`src/rtl/rfac_pkg.sv`:
```
// rfac_pkg: shared types and constants for the regfile access controller.
//   rfac_state_t : controller FSM states
//   REG_IDX_W    : width of a register index
//   REG_X0       : index of the hardwired-zero register
package rfac_pkg;

    localparam int REG_IDX_W = 5;
    localparam logic [REG_IDX_W-1:0] REG_X0 = 5'd0;

    typedef enum logic [1:0] {
        IDLE     = 2'd0,
        DBG_WAIT = 2'd1,
        DBG_RSP  = 2'd2,
        CLEAR    = 2'd3
    } rfac_state_t;

endpackage

```
`src/rtl/regfile_access_ctrl.sv`:
```
// regfile_access_ctrl
//   Shares the regfile write port and read port 2 between core writeback
//   (always highest priority), a debug/host access port and a register-clear
//   sequencer. Debug and clear operations only use slots the core leaves idle.
//
// Ports
//   clk, reset_n (async, active-low)
//   core_we/core_rd/core_wd      : core writeback request
//   core_rs2/core_rs2_en         : core read port 2 request
//   rf_we/rf_rd/rf_wd            : regfile write port
//   rf_rs2/rf_rd2                : regfile read port 2 (rf_rd2 combinational)
//   dbg_req_*                    : debug request, valid/ready
//   dbg_rsp_*                    : debug response, valid/ready
//   clear_req/clear_busy/clear_done : clear sequencer control/status
//   core_stall                   : asks the core to free a slot
//
// Handshake: a transfer happens on a rising clk edge where valid and ready
// are both high. The sender holds valid and payload stable until then; the
// response payload (dbg_rsp_rdata) is stable for as long as dbg_rsp_valid.
//
// Optional feature macro: RFAC_STALL_EN. When defined, a blocked-cycle
// counter drives core_stall; otherwise core_stall is tied low.
//
// The FSM state is visible for debug as the internal signal state_q.
module regfile_access_ctrl
    import rfac_pkg::*;
#(
    parameter int XLEN         = 32,
    parameter int NREGS        = 32,
    parameter int STALL_THRESH = 8
) (
    input  logic                 clk,
    input  logic                 reset_n,
    input  logic                 core_we,
    input  logic [REG_IDX_W-1:0] core_rd,
    input  logic [XLEN-1:0]      core_wd,
    input  logic [REG_IDX_W-1:0] core_rs2,
    input  logic                 core_rs2_en,
    output logic                 rf_we,
    output logic [REG_IDX_W-1:0] rf_rd,
    output logic [XLEN-1:0]      rf_wd,
    output logic [REG_IDX_W-1:0] rf_rs2,
    input  logic [XLEN-1:0]      rf_rd2,
    input  logic                 dbg_req_valid,
    output logic                 dbg_req_ready,
    input  logic                 dbg_req_write,
    input  logic [REG_IDX_W-1:0] dbg_req_addr,
    input  logic [XLEN-1:0]      dbg_req_wdata,
    output logic                 dbg_rsp_valid,
    input  logic                 dbg_rsp_ready,
    output logic [XLEN-1:0]      dbg_rsp_rdata,
    input  logic                 clear_req,
    output logic                 clear_busy,
    output logic                 clear_done,
    output logic                 core_stall
);

    localparam logic [REG_IDX_W-1:0] LAST_IDX = REG_IDX_W'(NREGS - 1);

    rfac_state_t          state_q, state_d;
    logic [REG_IDX_W-1:0] idx_q, idx_d;
    logic                 pend_write_q;
    logic [REG_IDX_W-1:0] pend_addr_q;
    logic [XLEN-1:0]      pend_wdata_q;
    logic [XLEN-1:0]      rsp_rdata_q, rsp_rdata_d;
    logic                 clear_done_q, clear_done_d;

    logic wr_slot_free;
    logic rd_slot_free;
    logic req_fire;

    assign wr_slot_free = !core_we || (core_rd == REG_X0);
    assign rd_slot_free = !core_rs2_en;

    // clear_req takes precedence over a simultaneous debug request.
    assign dbg_req_ready = (state_q == IDLE) && !clear_req;
    assign req_fire      = dbg_req_valid && dbg_req_ready;

    assign dbg_rsp_valid = (state_q == DBG_RSP);
    assign dbg_rsp_rdata = rsp_rdata_q;
    assign clear_busy    = (state_q == CLEAR);
    assign clear_done    = clear_done_q;

    always_ff @(posedge clk or negedge reset_n) begin
        if (!reset_n) begin
            state_q      <= IDLE;
            idx_q        <= '0;
            pend_write_q <= 1'b0;
            pend_addr_q  <= '0;
            pend_wdata_q <= '0;
            rsp_rdata_q  <= '0;
            clear_done_q <= 1'b0;
        end else begin
            state_q      <= state_d;
            idx_q        <= idx_d;
            rsp_rdata_q  <= rsp_rdata_d;
            clear_done_q <= clear_done_d;
            if (req_fire) begin
                pend_write_q <= dbg_req_write;
                pend_addr_q  <= dbg_req_addr;
                pend_wdata_q <= dbg_req_wdata;
            end
        end
    end

    // Next state plus port mux. The core passthrough is the default and is
    // only overridden when the slot it would need is idle.
    always_comb begin
        state_d      = state_q;
        idx_d        = idx_q;
        rsp_rdata_d  = rsp_rdata_q;
        clear_done_d = 1'b0;
        rf_we        = core_we && (core_rd != REG_X0);
        rf_rd        = core_rd;
        rf_wd        = core_wd;
        rf_rs2       = core_rs2;

        case (state_q)
            IDLE: begin
                if (clear_req) begin
                    state_d = CLEAR;
                    idx_d   = REG_IDX_W'(1);
                end else if (req_fire) begin
                    state_d = DBG_WAIT;
                end
            end

            DBG_WAIT: begin
                if (pend_write_q) begin
                    if (pend_addr_q == REG_X0) begin
                        // x0 is hardwired; complete without touching the port.
                        state_d     = DBG_RSP;
                        rsp_rdata_d = '0;
                    end else if (wr_slot_free) begin
                        rf_we       = 1'b1;
                        rf_rd       = pend_addr_q;
                        rf_wd       = pend_wdata_q;
                        state_d     = DBG_RSP;
                        rsp_rdata_d = '0;
                    end
                end else if (rd_slot_free) begin
                    rf_rs2      = pend_addr_q;
                    rsp_rdata_d = rf_rd2;
                    state_d     = DBG_RSP;
                end
            end

            DBG_RSP: begin
                if (dbg_rsp_ready) begin
                    state_d = IDLE;
                end
            end

            CLEAR: begin
                if (wr_slot_free) begin
                    rf_we = 1'b1;
                    rf_rd = idx_q;
                    rf_wd = '0;
                    if (idx_q == LAST_IDX) begin
                        state_d      = IDLE;
                        clear_done_d = 1'b1;
                    end else begin
                        idx_d = idx_q + REG_IDX_W'(1);
                    end
                end
            end

            default: state_d = IDLE;
        endcase
    end

`ifdef RFAC_STALL_EN
    localparam int CNT_W = $clog2(STALL_THRESH + 1);
    localparam logic [CNT_W-1:0] THRESH = CNT_W'(STALL_THRESH);

    logic             slot_blocked;
    logic [CNT_W-1:0] blk_cnt_q;

    // The slot the pending operation needs is held by the core this cycle.
    assign slot_blocked =
        ((state_q == DBG_WAIT) &&
         ((pend_write_q && (pend_addr_q != REG_X0) && !wr_slot_free) ||
          (!pend_write_q && !rd_slot_free))) ||
        ((state_q == CLEAR) && !wr_slot_free);

    // Any cycle that is not blocked either uses the slot or is a different
    // state, so the counter simply clears whenever blocking stops.
    always_ff @(posedge clk or negedge reset_n) begin
        if (!reset_n) begin
            blk_cnt_q <= '0;
        end else if (slot_blocked && (state_d == state_q)) begin
            if (blk_cnt_q != THRESH) begin
                blk_cnt_q <= blk_cnt_q + CNT_W'(1);
            end
        end else begin
            blk_cnt_q <= '0;
        end
    end

    assign core_stall = (blk_cnt_q == THRESH);
`else
    assign core_stall = 1'b0;
`endif

endmodule
```
`config.mk`:
```
export PLATFORM = sky130hd
export DESIGN_NAME = regfile_access_ctrl
export DESIGN_NICKNAME = d
export VERILOG_FILES = /design/src/rtl/rfac_pkg.sv /design/src/rtl/regfile_access_ctrl.sv
export SDC_FILE = /design/constraint.sdc
export NUM_CORES = 1
export LEC_CHECK = 0
export ABC_CLOCK_PERIOD_IN_PS = 1800
export BUFFER_PORTS_ARGS = -buffer_cell sky130_fd_sc_hd__buf_2
export CORE_ASPECT_RATIO = 0.6
export CORE_MARGIN = 2
export CORE_UTILIZATION = 41
export CTS_CLUSTER_SIZE = 28
export DETAILED_ROUTE_END_ITERATION = 16
export PLACE_DENSITY = 0.76
export SLEW_MARGIN = 5
export SYNTH_ARGS = -nofsm -noshare
export SYNTH_HDL_FRONTEND = slang
export SYNTH_SLANG_ARGS = --single-unit
```
`constraint.sdc`:
```
create_clock -name clk -period 1.8 [get_ports clk]
set_clock_uncertainty 0.2 [all_clocks]
set_input_delay 0 -clock clk [delete_from_list [all_inputs] [get_ports clk]]
set_output_delay 0 -clock clk [all_outputs]
set_load 0.01 [all_outputs]
```
Word-level counts from Yosys, hierarchy flattened

Cells that the tools add are included.

Bits of input ports: 119
Word-level logic and storage cells: 74
Output and inout bits: 80
Register bits after elaboration: 78

Muxes and demuxes: 38
Reduce and logical (&&, ||, !) cells: 14
Add/subtract/negate cells: 1
Equality and inequality tests: 14

Operator list:

| kind                | count |
|---|---|
| $mux 32             | 8 |
| $pmux 32 s2         | 1 |
| $mux 5              | 10 |
| $pmux 5 s2          | 2 |
| $mux 2              | 9 |
| $logic_not 5->1     | 2 |
| $ne 2x1->1 const B  | 4 |
| $pmux 2 s4          | 1 |
| $mux 1              | 6 |
| $ne 3x3->1 const B  | 2 |
| $reduce_and 6->1    | 1 |
| $add 5x1->5 const B | 1 |
| $eq 5x5->1 const B  | 1 |
| $reduce_bool 5->1   | 1 |
| $eq 2x2->1 const B  | 2 |
| $ne 2x2->1 const B  | 2 |
| $ne 4x4->1 const B  | 1 |
| $reduce_and 4->1    | 1 |
| $logic_and 1x1->1   | 3 |
| $ne 3x1->1 const B  | 1 |
| $reduce_and 3->1    | 1 |
| $eq 2x1->1 const B  | 1 |
| $logic_not 1->1     | 2 |
| $logic_not 2->1     | 1 |
| other kinds (3)     | 3 |

Logic depth before layout (Yosys ltp)

Gate-level depths: netlist of the first run.

Depth in word-level cells: 6
Gate-level depth with buffers: 6
Depth with buffers taken out: 6

Worst setup path after synthesis of the first run

No wires, ideal clock.

Path type: flip-flop to flip-flop
Start: reg state_q[1]
End: reg pend_addr_q[0]
Clock period less this slack: 2.031 ns
Library setup time: 0.125 ns
Data arrival time: 1.706 ns
Data required time: 1.475 ns
Path slack: -0.231 ns
Path buffers: 2
Stages on the path, launching flop included: 6
Cells stage by stage: dfrtp_1 nor3_1 and2_1 clkbuf_1 buf_2 mux2_2

Word-level cells in the longest chain between the ends: 3

Ends and longest elaborated chain:

| what                    | line                       | text |
|---|---|---|
| start, declared         | regfile_access_ctrl.sv:60  | `rfac_state_t state_q, state_d;` |
| start signal, assigned  | regfile_access_ctrl.sv:94  | `state_q <= state_d;` |
| $logic_not 2->1         | regfile_access_ctrl.sv:76  | `assign dbg_req_ready = (state_q == IDLE) && !clear_req;` |
| $logic_and 1x1->1       | regfile_access_ctrl.sv:76  |  |
| named net dbg_req_ready | regfile_access_ctrl.sv:45  | `output logic dbg_req_ready,` |
| $logic_and 1x1->1       | regfile_access_ctrl.sv:77  | `assign req_fire = dbg_req_valid && dbg_req_ready;` |
| end signal, assigned    | regfile_access_ctrl.sv:100 | `pend_addr_q <= dbg_req_addr;` |
| end, declared           | regfile_access_ctrl.sv:63  | `logic [REG_IDX_W-1:0] pend_addr_q;` |

The timed path passes the listed nets, and every way through them passes these cells.
A chain may end at the register's enable or synchronous reset.

Worst setup path in the final report of the first run

Start: reg pend_addr_q[0]
End: out rf_wd[18]

Word-level cells in the longest chain between the ends: 4

Ends and longest elaborated chain:

| what            | line                       | text |
|---|---|---|
| $logic_not 5->1 | regfile_access_ctrl.sv:130 | `if (pend_addr_q == REG_X0) begin` |
| $mux 32         | regfile_access_ctrl.sv:130 |  |
| $mux 32         | regfile_access_ctrl.sv:129 | `if (pend_write_q) begin` |
| $pmux 32 s2     | regfile_access_ctrl.sv:118 | `case (state_q)` |
| end, declared   | regfile_access_ctrl.sv:41  | `output logic [XLEN-1:0] rf_wd,` |

No other way between the ends.

==> metrics.cfg, run 1 <==
[status]
status = complete, but fails checks
violations = negative setup slack

[power]
vdd_drop_max_mv = 0.9899
power_density_nw_per_um2 = 1465
leakage_nw = 3.483
switchingPower_mw = 3.443
total_power_mw = 10.02
swShare_pct = 34.35
pwr-share-comb_pct = 48.7
seq_power_share_pct = 30.9
clockPowerShare_pct = 20.5
intPower_mw = 6.580

[die]
die-area_um2 = 9764
initial_core_util_pct = 42.64
num_rows = 26
coreArea_um2 = 8621
die_h_um = 77.35
die_w_um = 126.2
io_pins = 199

[global_routing]
grt_pass1_vias = 4268
antenna_found_initial = 0
grt.total_usage_pct = 29.96
grt_max_degree = 40
grt_pass1_wl_um = 22650
grt_overflow = 0

[placement]
place_congestion = 0.9190
dp_cells = 620
place_ws_ns = -0.1721
place_hpwl_um = 8342
io_buffers = 197
post_dp_cell_area_um2 = 5080

[final_layout]
final_common_cell = buf_2
postLayoutCellArea_um2 = 6843
postLayoutCoreUtil_pct = 79.38
finalNetCount = 740
insertedDiodeCount = 0
area_growth_pct = 86.15
most-common-layout-cells = 189 x buf_2, 77 x dfrtp_1, 75 x dlygate4sd3_1, 69 x a22o_1, 38 x mux2_4
post_route_cells_drive_above_1_share_pct = 54.49
final_cells = 736

[synth]
synthTopCellsByArea = dfrtp_1 53%, a22o_1 16%, mux2_2 12%
syn_nets = 418
synth_cell_type_count = 42
ys_ff_latch = 78
synth_area_um2 = 3676
async_flop_share_pct = 100.0
synth_edf_count = 0
yosys_warnings = 0
synth_top_cell_by_area = dfrtp_1
synth_top_area_share_pct = 53.10
ys.flop_type = dfrtp_1
avgSynthCellArea_um2 = 12.38
syn-instance-count = 297
ys_seq_area_share_pct = 53.10

[setup_path]
critPathMaxFanout = 32
rr_worst_depth = 8
critPathLaunchType = flip-flop
reg2reg_from = pend_addr_q[0]
crit_path_end = rf_wd[18]
crit_arrival_ns = 2.13
path_class = flip-flop to primary output
r2r_end = dbg_rsp_rdata[30]
required_ns = 1.60
crit_start = pend_addr_q[0]
cp-end-kind = primary output
ff2ff_setup_slack_ns = -0.52

[sta]
tns_ns = -35.02
relSlewSlack_pct = 38.75
fmaxAchievable_ghz = 0.4287
finalMaxSlewViolations = 0
period_minus_slack_ns = 2.333
rsz0062_at_grt = true
tightest_slew_ns = 0.9158
setup_ws_ns = -0.5329
setup-violations-final = 109
post-route-period-util_pct = 129.6
whs_ns = 0.01603
hold_viol = 0

[cts]
cts_buffers = 9
cts_tree = yes
cts-root-buf = clkbuf_16
cts-root-to-sink-buffers = 2
path_clk_slew_ns = 0.06
cts_max_level = 3
clock_sinks = 78
clk_latency_ns = 0.33

[routing]
highest_layer = met4
met1_length_um = 5905
firstDrtPassIters = 5
routed_wl_um = 14740
first_iter_violations = 252
wl_per_cell_um = 20.03
met2WireLength_um = 7500
num_vias = 3988
drc = 0
antenna_left = 0
wl_met3_um = 1107
routed_via_density = 5.418

[min_path]
worstHoldPathType = input pin to flip-flop

[job]
drv_cap = 0

area by class of cell:
cell class / count / area (um2)
Fill cell: 480 / 1778
Clock inverter: 7 / 112.6
Timing Repair Buffer: 332 / 2514
Clock buffer: 9 / 225.2
Inverter: 7 / 26.28
Tap cell: 112 / 140.1
Sequential cell: 78 / 1953
Multi-Input combinational cell: 191 / 1872
kinds of logic (layout without fill, tap and decap cells):
group           count (synthesis)  count (layout)  share of synthesized area [%]
fa+ha+maj                       2               2                         0.6806
flops                          78              78                          53.10
mux                            41              41                          12.46
compound gates                101             101                          22.77
buf+inv                        28             355                          3.880
other cells                     1               1                         0.1020
simple gates                   46              46                          7.012
synthesized netlist by cell type, types with 4 or more instances:
| master | instances |
|---|---|
| dfrtp_1 | 78 |
| and3_1 | 5 |
| mux2_2 | 38 |
| inv_1 | 7 |
| a22o_1 | 69 |
| nor3_1 | 4 |
| o221ai_1 | 4 |
| nand2_1 | 18 |
| o21ai_0 | 10 |
| buf_2 | 9 |
| clkbuf_1 | 8 |
power by group through the flow:
stage	Sequential [mW]	Combinational, mW	Clock [mW]
detailed placement	3.05	3.55	0
CTS	3.03	4.77	2.07
floorplan	3.04	2.05	0
global placement	3.02	3.44	0
finish	3.09	4.88	2.05
global route	3.15	5.18	2.18
how the worst min path moves through the flow:
stage	startpoint	endpoint	slack (ns)	cells after the start
2_1_floorplan	reset_n	clear_done	-0.50	0
3_3_place_gp	reset_n	pend_wdata_q[18]	-0.30	1
3_5_place_dp	reset_n	pend_wdata_q[18]	-0.30	1
4_1_cts	core_rs2_en	state_q[0]	0.002	5
5_1_grt	core_rs2_en	state_q[0]	0.04	5
6_report	core_rs2_en	state_q[0]	0.02	5
flip-flops by register name, summed over array words and instances (netlist names):
name and count:
idx_q 5, clear_done 1, dbg_rsp_rdata 32, pend_addr_q 5, pend_wdata_q 32, state_q 2
pend_write_q 1
worst max-delay path: stages, from the launching register on:
cell and delay [ns]:
dfrtp_1 0.39, or3_4 0.40, o31a_1 0.28, o21ai_2 0.18
buf_12 0.21, a22o_1 0.18, buf_2 0.14
repair_timing:
action | CTS | global route
cloned | 9 | 1
buffers inserted | 20 | 8
hold buffers | 75 | 1
endpoints found under the setup margin | 113 | 136
hold endpoints to repair | 151 | 20
resized for setup | 66 | 34
pin swaps | 10 | 11
routing by layer:
metal  vias up  global-route usage (%)
met5         -                       0
met2       216                   54.09
met4         0                   8.352
met3        23                   7.862
li1       1781                       -
met1      1968                   35.55
No activity file was read; power rests on OpenSTA's default activity.
==> run 2: changes to the inputs <==
- SETUP_SLACK_MARGIN: default -> 0.05
==> metrics.cfg, run 2 (synthesis gave the netlist of run 1 again) <==
[final_layout]
insertedDiodeCount = 0  ; unchanged
finalNetCount = 750  ; was 740
final_cells = 745  ; was 736
area_growth_pct = 88.09  ; was 86.15%
postLayoutCellArea_um2 = 6914  ; was 6843 um2
post_route_cells_drive_above_1_share_pct = 54.82  ; was 54.49%
postLayoutCoreUtil_pct = 80.20  ; was 79.38%
fillers = 504  ; was 480
most-common-layout-cells = 191 x buf_2, 77 x dfrtp_1, 76 x dlygate4sd3_1, 69 x a22o_1, 40 x buf_4  ; was 189 x buf_2, 77 x dfrtp_1, 75 x dlygate4sd3_1, 69 x a22o_1, 38 x mux2_4
final_common_cell = buf_2  ; unchanged

[die]
die_h_um = 77.35  ; unchanged
initial_core_util_pct = 42.64  ; unchanged
coreArea_um2 = 8621  ; unchanged
io_pins = 199  ; unchanged
num_rows = 26  ; unchanged
die-area_um2 = 9764  ; unchanged
die_w_um = 126.2  ; unchanged

[cts]
cts-root-buf = clkbuf_16  ; unchanged
clock_sinks = 78  ; unchanged
clk_latency_ns = 0.33  ; about the same
cts-root-to-sink-buffers = 2  ; unchanged
cts_tree = yes  ; unchanged
cts_max_level = 3  ; unchanged
cts_buffers = 9  ; unchanged
path_clk_slew_ns = 0.06  ; about the same

[setup_path]
cp-end-kind = primary output  ; unchanged
required_ns = 1.60  ; about the same
path_class = flip-flop to primary output  ; unchanged
critPathMaxFanout = 8  ; was 32
crit_arrival_ns = 2.15  ; was 2.13 ns
critPathLaunchType = flip-flop  ; unchanged

[power]
vdd_drop_max_mv = 0.8439  ; was 0.9899 mV
seq_power_share_pct = 31.3  ; was 30.9%
pwr-share-comb_pct = 51.5  ; was 48.7%
swShare_pct = 35.05  ; was 34.35%
switchingPower_mw = 3.423  ; was 3.443 mW
clockPowerShare_pct = 17.2  ; was 20.5%
intPower_mw = 6.342  ; was 6.580 mW
leakage_nw = 3.522  ; was 3.483 nW
power_density_nw_per_um2 = 1412  ; was 1465 nW/um2

[placement]
dp_cells = 626  ; was 620
place_hpwl_um = 8438  ; was 8342 um
post_dp_cell_area_um2 = 5177  ; was 5080 um2
place_ws_ns = -0.1944  ; was -0.1721 ns
io_buffers = 197  ; unchanged
place_congestion = 0.8958  ; was 0.9190

[routing]
wl_per_cell_um = 19.07  ; was 20.03 um
wl_met3_um = 1088  ; was 1107 um
antenna_left = 0  ; unchanged
firstDrtPassIters = 4  ; was 5
num_vias = 4051  ; was 3988
highest_layer = met4  ; unchanged
routed_wl_um = 14210  ; was 14740 um
met1_length_um = 5885  ; was 5905 um
routed_via_density = 5.438  ; was 5.418
first_iter_violations = 310  ; was 252
met2WireLength_um = 6956  ; was 7500 um
drc = 0  ; unchanged

[sta]
hold_viol = 0  ; unchanged
fmaxAchievable_ghz = 0.4253  ; was 0.4287 GHz
setup-violations-final = 109  ; unchanged
rsz0062_at_grt = true  ; unchanged
period_minus_slack_ns = 2.352  ; was 2.333 ns
finalMaxSlewViolations = 0  ; unchanged
post-route-period-util_pct = 130.6  ; was 129.6%
whs_ns = 0.1027  ; was 0.01603 ns
setup_ws_ns = -0.5515  ; was -0.5329 ns

[global_routing]
grt.total_usage_pct = 28.45  ; was 29.96%
grt_pass1_vias = 4184  ; was 4268
grt_max_degree = 39  ; was 40
grt_pass1_wl_um = 21740  ; was 22650 um
antenna_found_initial = 0  ; unchanged
grt_overflow = 0  ; unchanged

[min_path]
worstHoldPathType = input pin to primary output  ; was input pin to flip-flop

[job]
drv_cap = 0  ; unchanged

[status]
status = complete, but fails checks  ; unchanged
violations = negative setup slack  ; unchanged

## run 2: cell types whose count changed in the layout (fill, tap and decap cells not counted), moves of 3 or more
cell,before,now
clkbuf_16,10,14
bufinv_16,3,0
buf_4,32,40
buf_6,19,15
## run 2: worst max-delay path: stages, from the launching register on
cell and delay, ns:
dfrtp_1 0.38, or3_4 0.40, o31a_1 0.30, o21ai_4 0.18
buf_12 0.14, clkbuf_16 0.15, a22o_1 0.15, buf_2 0.13
## run 2: power groups by stage
stage	clock (mW)	combinational (mW)	sequential [mW]
6_report	1.68	5.03	3.05
5_1_grt	1.80	5.39	3.13
4_1_cts	1.70	4.66	3.01
3_5_place_dp	0	3.70	3.02
3_3_place_gp	0	3.62	3.01
2_1_floorplan	0	2.12	3.04
## run 2: per-layer routing
layer / global-route usage [%] / up-vias
li1: - / 1803
met1: 36.05 / 2017
met2: 48.44 / 204
met3: 7.517 / 27
met4: 8.242 / 0
met5: 0 / -
## run 2: final timing paths
path	start	to	slack (ns)	depth (start not counted)
min in group asynchronous	reset_n	pend_wdata_q[22]	0.53	3
max in group asynchronous	reset_n	pend_write_q	0.32	4
setup / recovery	pend_addr_q[4]	rf_wd[20]	-0.55	7
hold / removal	core_rs2[1]	rf_rs2[1]	0.10	3
hold reg to reg	dbg_rsp_rdata[17]	dbg_rsp_rdata[17]	0.29	1
setup reg to reg	pend_addr_q[4]	dbg_rsp_rdata[11]	-0.39	7
## run 2: layout make-up
cell class / instances / area (um2) / area share (%)
multi-input cells: 191 / 1886 / 27.27
flip-flops and latches: 78 / 1953 / 28.25
repair buffers: 342 / 2634 / 38.09
well taps: 112 / 140.1 / 2.027
clock inverters: 4 / 22.52 / 0.3257
inverters: 7 / 26.28 / 0.3800
clock buffers: 11 / 252.7 / 3.655
## run 2: metrics by stage
step	power [mW]	TNS, ns
6_report	9.765	-33.54
3_3_place_gp	6.630	-7.855
4_1_cts	9.377	-29.57
2_1_floorplan	5.167	-2.066
3_5_place_dp	6.725	-10.76
5_1_grt	10.31	-39.09
## run 2: timing repair
action,in CTS,in global routing
pin swaps,6,19
endpoints found under the setup margin,113,117
gates cloned,7,3
hold buffers,76,0
endpoints found under the hold margin,152,0
buffers inserted,13,9
gates resized for setup,62,15
==> run 3: changes to the inputs <==
- ABC_CLOCK_PERIOD_IN_PS: 1800 -> 2700
- CORE_MARGIN: 2 -> default
- CORE_UTILIZATION: 41 -> 45
- PLACE_DENSITY: 0.76 -> 0.8
- clock period: 1.8 -> 2.7 ns (I/O delays scaled with it)
==> metrics.cfg, run 3 (synthesis gave the netlist of run 1 again) <==
[sta]
setup-violations-final = 0  ; was 109
setup_ws_ns = 0.1880  ; was -0.5515 ns
finalMaxSlewViolations = 0  ; unchanged
relSlewSlack_pct = 34.80
hold_viol = 0  ; unchanged
fmaxAchievable_ghz = 0.3981
tns_ns = 0  ; was -33.54 ns
post-route-period-util_pct = 93.04
tightest_slew_ns = 0.9781
rsz0062_at_grt = false  ; was true
period_minus_slack_ns = 2.512

[placement]
place_ws_ns = 0.1674  ; was -0.1944 ns
io_buffers = 197  ; unchanged
post_dp_cell_area_um2 = 4756  ; was 5177 um2
place_hpwl_um = 7071  ; was 8438 um
place_congestion = 0.9157  ; was 0.8958

[routing]
first_iter_violations = 348  ; was 310
wl_per_cell_um = 17.64  ; was 19.07 um
routed_via_density = 5.365  ; was 5.438
firstDrtPassIters = 5  ; was 4
routed_wl_um = 12000  ; was 14210 um
drc = 0  ; unchanged
num_vias = 3648  ; was 4051
antenna_left = 0  ; unchanged

[final_layout]
postLayoutCoreUtil_pct = 74.49  ; was 80.20%
finalNetCount = 688  ; was 750
final_common_cell = buf_2  ; unchanged
most-common-layout-cells = 196 x buf_2, 78 x dfrtp_1, 76 x dlygate4sd3_1, 69 x a22o_1, 38 x mux2_2  ; was 191 x buf_2, 77 x dfrtp_1, 76 x dlygate4sd3_1, 69 x a22o_1, 40 x buf_4
post_route_cells_drive_above_1_share_pct = 46.76  ; was 54.82%
postLayoutCellArea_um2 = 5872  ; was 6914 um2
area_growth_pct = 59.73  ; was 88.09%

[setup_path]
crit_arrival_ns = 2.31  ; was 2.15 ns
required_ns = 2.50  ; was 1.60 ns
critPathLaunchType = flip-flop  ; unchanged
cp-end-kind = primary output  ; unchanged
crit_start = pend_addr_q[0]  ; was pend_addr_q[4]
rr_worst_depth = 5  ; was 7
critPathMaxFanout = 17  ; was 8
ff2ff_setup_slack_ns = 0.52  ; was -0.39 ns
r2r_end = dbg_rsp_rdata[10]  ; was dbg_rsp_rdata[11]
path_class = flip-flop to primary output  ; unchanged
reg2reg_from = pend_addr_q[0]  ; was pend_addr_q[4]
crit_path_end = rf_rd[0]  ; was rf_wd[20]

[cts]
cts-root-buf = clkbuf_16  ; unchanged
cts-root-to-sink-buffers = 2  ; unchanged
postCtsSetupBuffers = 0  ; was 13
cts_max_level = 3  ; unchanged
path_clk_slew_ns = 0.06  ; about the same
cts_buffers = 9  ; unchanged
clock_sinks = 78  ; unchanged
cts_tree = yes  ; unchanged
clk_latency_ns = 0.33  ; about the same

[power]
vdd_drop_max_mv = 0.5067  ; was 0.8439 mV
power_density_nw_per_um2 = 947.6  ; was 1412 nW/um2
leakage_nw = 2.972  ; was 3.522 nW

[status]
status = complete, no violations  ; was complete, but fails checks

[die]
num_rows = 25  ; was 26
die-area_um2 = 8546  ; was 9764 um2
die_w_um = 118.7  ; was 126.2 um
die_h_um = 72.01  ; was 77.35 um
io_pins = 199  ; unchanged
initial_core_util_pct = 46.63  ; was 42.64%
coreArea_um2 = 7883  ; was 8621 um2

[global_routing]
grt.total_usage_pct = 27.76  ; was 28.45%
grt_max_degree = 79  ; was 39
grt_pass1_wl_um = 18080  ; was 21740 um
antenna_found_initial = 1  ; was 0
grt_overflow = 0  ; unchanged
grt_pass1_vias = 3618  ; was 4184

[job]
drv_cap = 0  ; unchanged

[min_path]
worstHoldPathType = input pin to flip-flop  ; was input pin to primary output

==> run 3: how the worst min path moves through the flow <==
stage,start,to,cells after the start
after floorplan,reset_n,clear_done,0
after global placement,reset_n,pend_wdata_q[17],1
after detailed placement,dbg_req_addr[2],pend_addr_q[2],3
after CTS,core_we,state_q[0],4
after global routing,core_we,state_q[0],4
final,core_we,state_q[0],4
==> run 3: layout make-up <==
type	instances	area, um2
fill	523	2011
sequential	78	1952
timing repair buffer	279	1810
multi-input combinational	192	1622
clock buffer	12	256.5
tap	108	135.1
clock inverter	3	67.56
inverter	7	26.28
antenna	1	2.502
==> run 3: stage by stage <==
| stage | total power [mW] | hold slack [ns] | std cells |
|---|---|---|---|
| floorplan | 3.297 | -0.4956 | 297 |
| global placement | 4.027 | -0.002070 | 587 |
| detailed placement | 4.097 | 0.01173 | 587 |
| CTS | 5.540 | 0.01798 | 679 |
| global route | 5.870 | 0.07839 | 679 |
| finish | 5.564 | 0.03740 | 680 |
==> run 3: critical path, cell delays in order (launching register included) <==
cell and delay, ns:
dfrtp_1 0.42, or3_1 0.44, o31ai_4 0.41, nor3_4 0.20
a221o_1 0.38, buf_2 0.14
==> run 3: power breakdown <==
| group | internal, mW | switching [mW] | leakage [nW] |
|---|---|---|---|
| logic | 1.11 | 1.14 | 1.84 |
| registers | 1.67 | 0.350 | 0.980 |
| clock network | 0.854 | 0.443 | 0.155 |
==> run 3: repair_timing <==
item	4_1_cts	5_1_grt
gates cloned	1	0
resized for setup	1	2
setup endpoints to repair	33	16
pin swaps	1	0
hold buffers	76	0
endpoints found under the hold margin	152	0
==> run 3: routing by layer <==
layer | up-vias | global-route usage (%) | part of all wire, %
met5 | - | 0 | 0
met4 | 0 | 8.579 | 1.6
met3 | 17 | 8.333 | 8.1
met2 | 181 | 47.11 | 49
met1 | 1771 | 34.67 | 42
li1 | 1679 | - | -
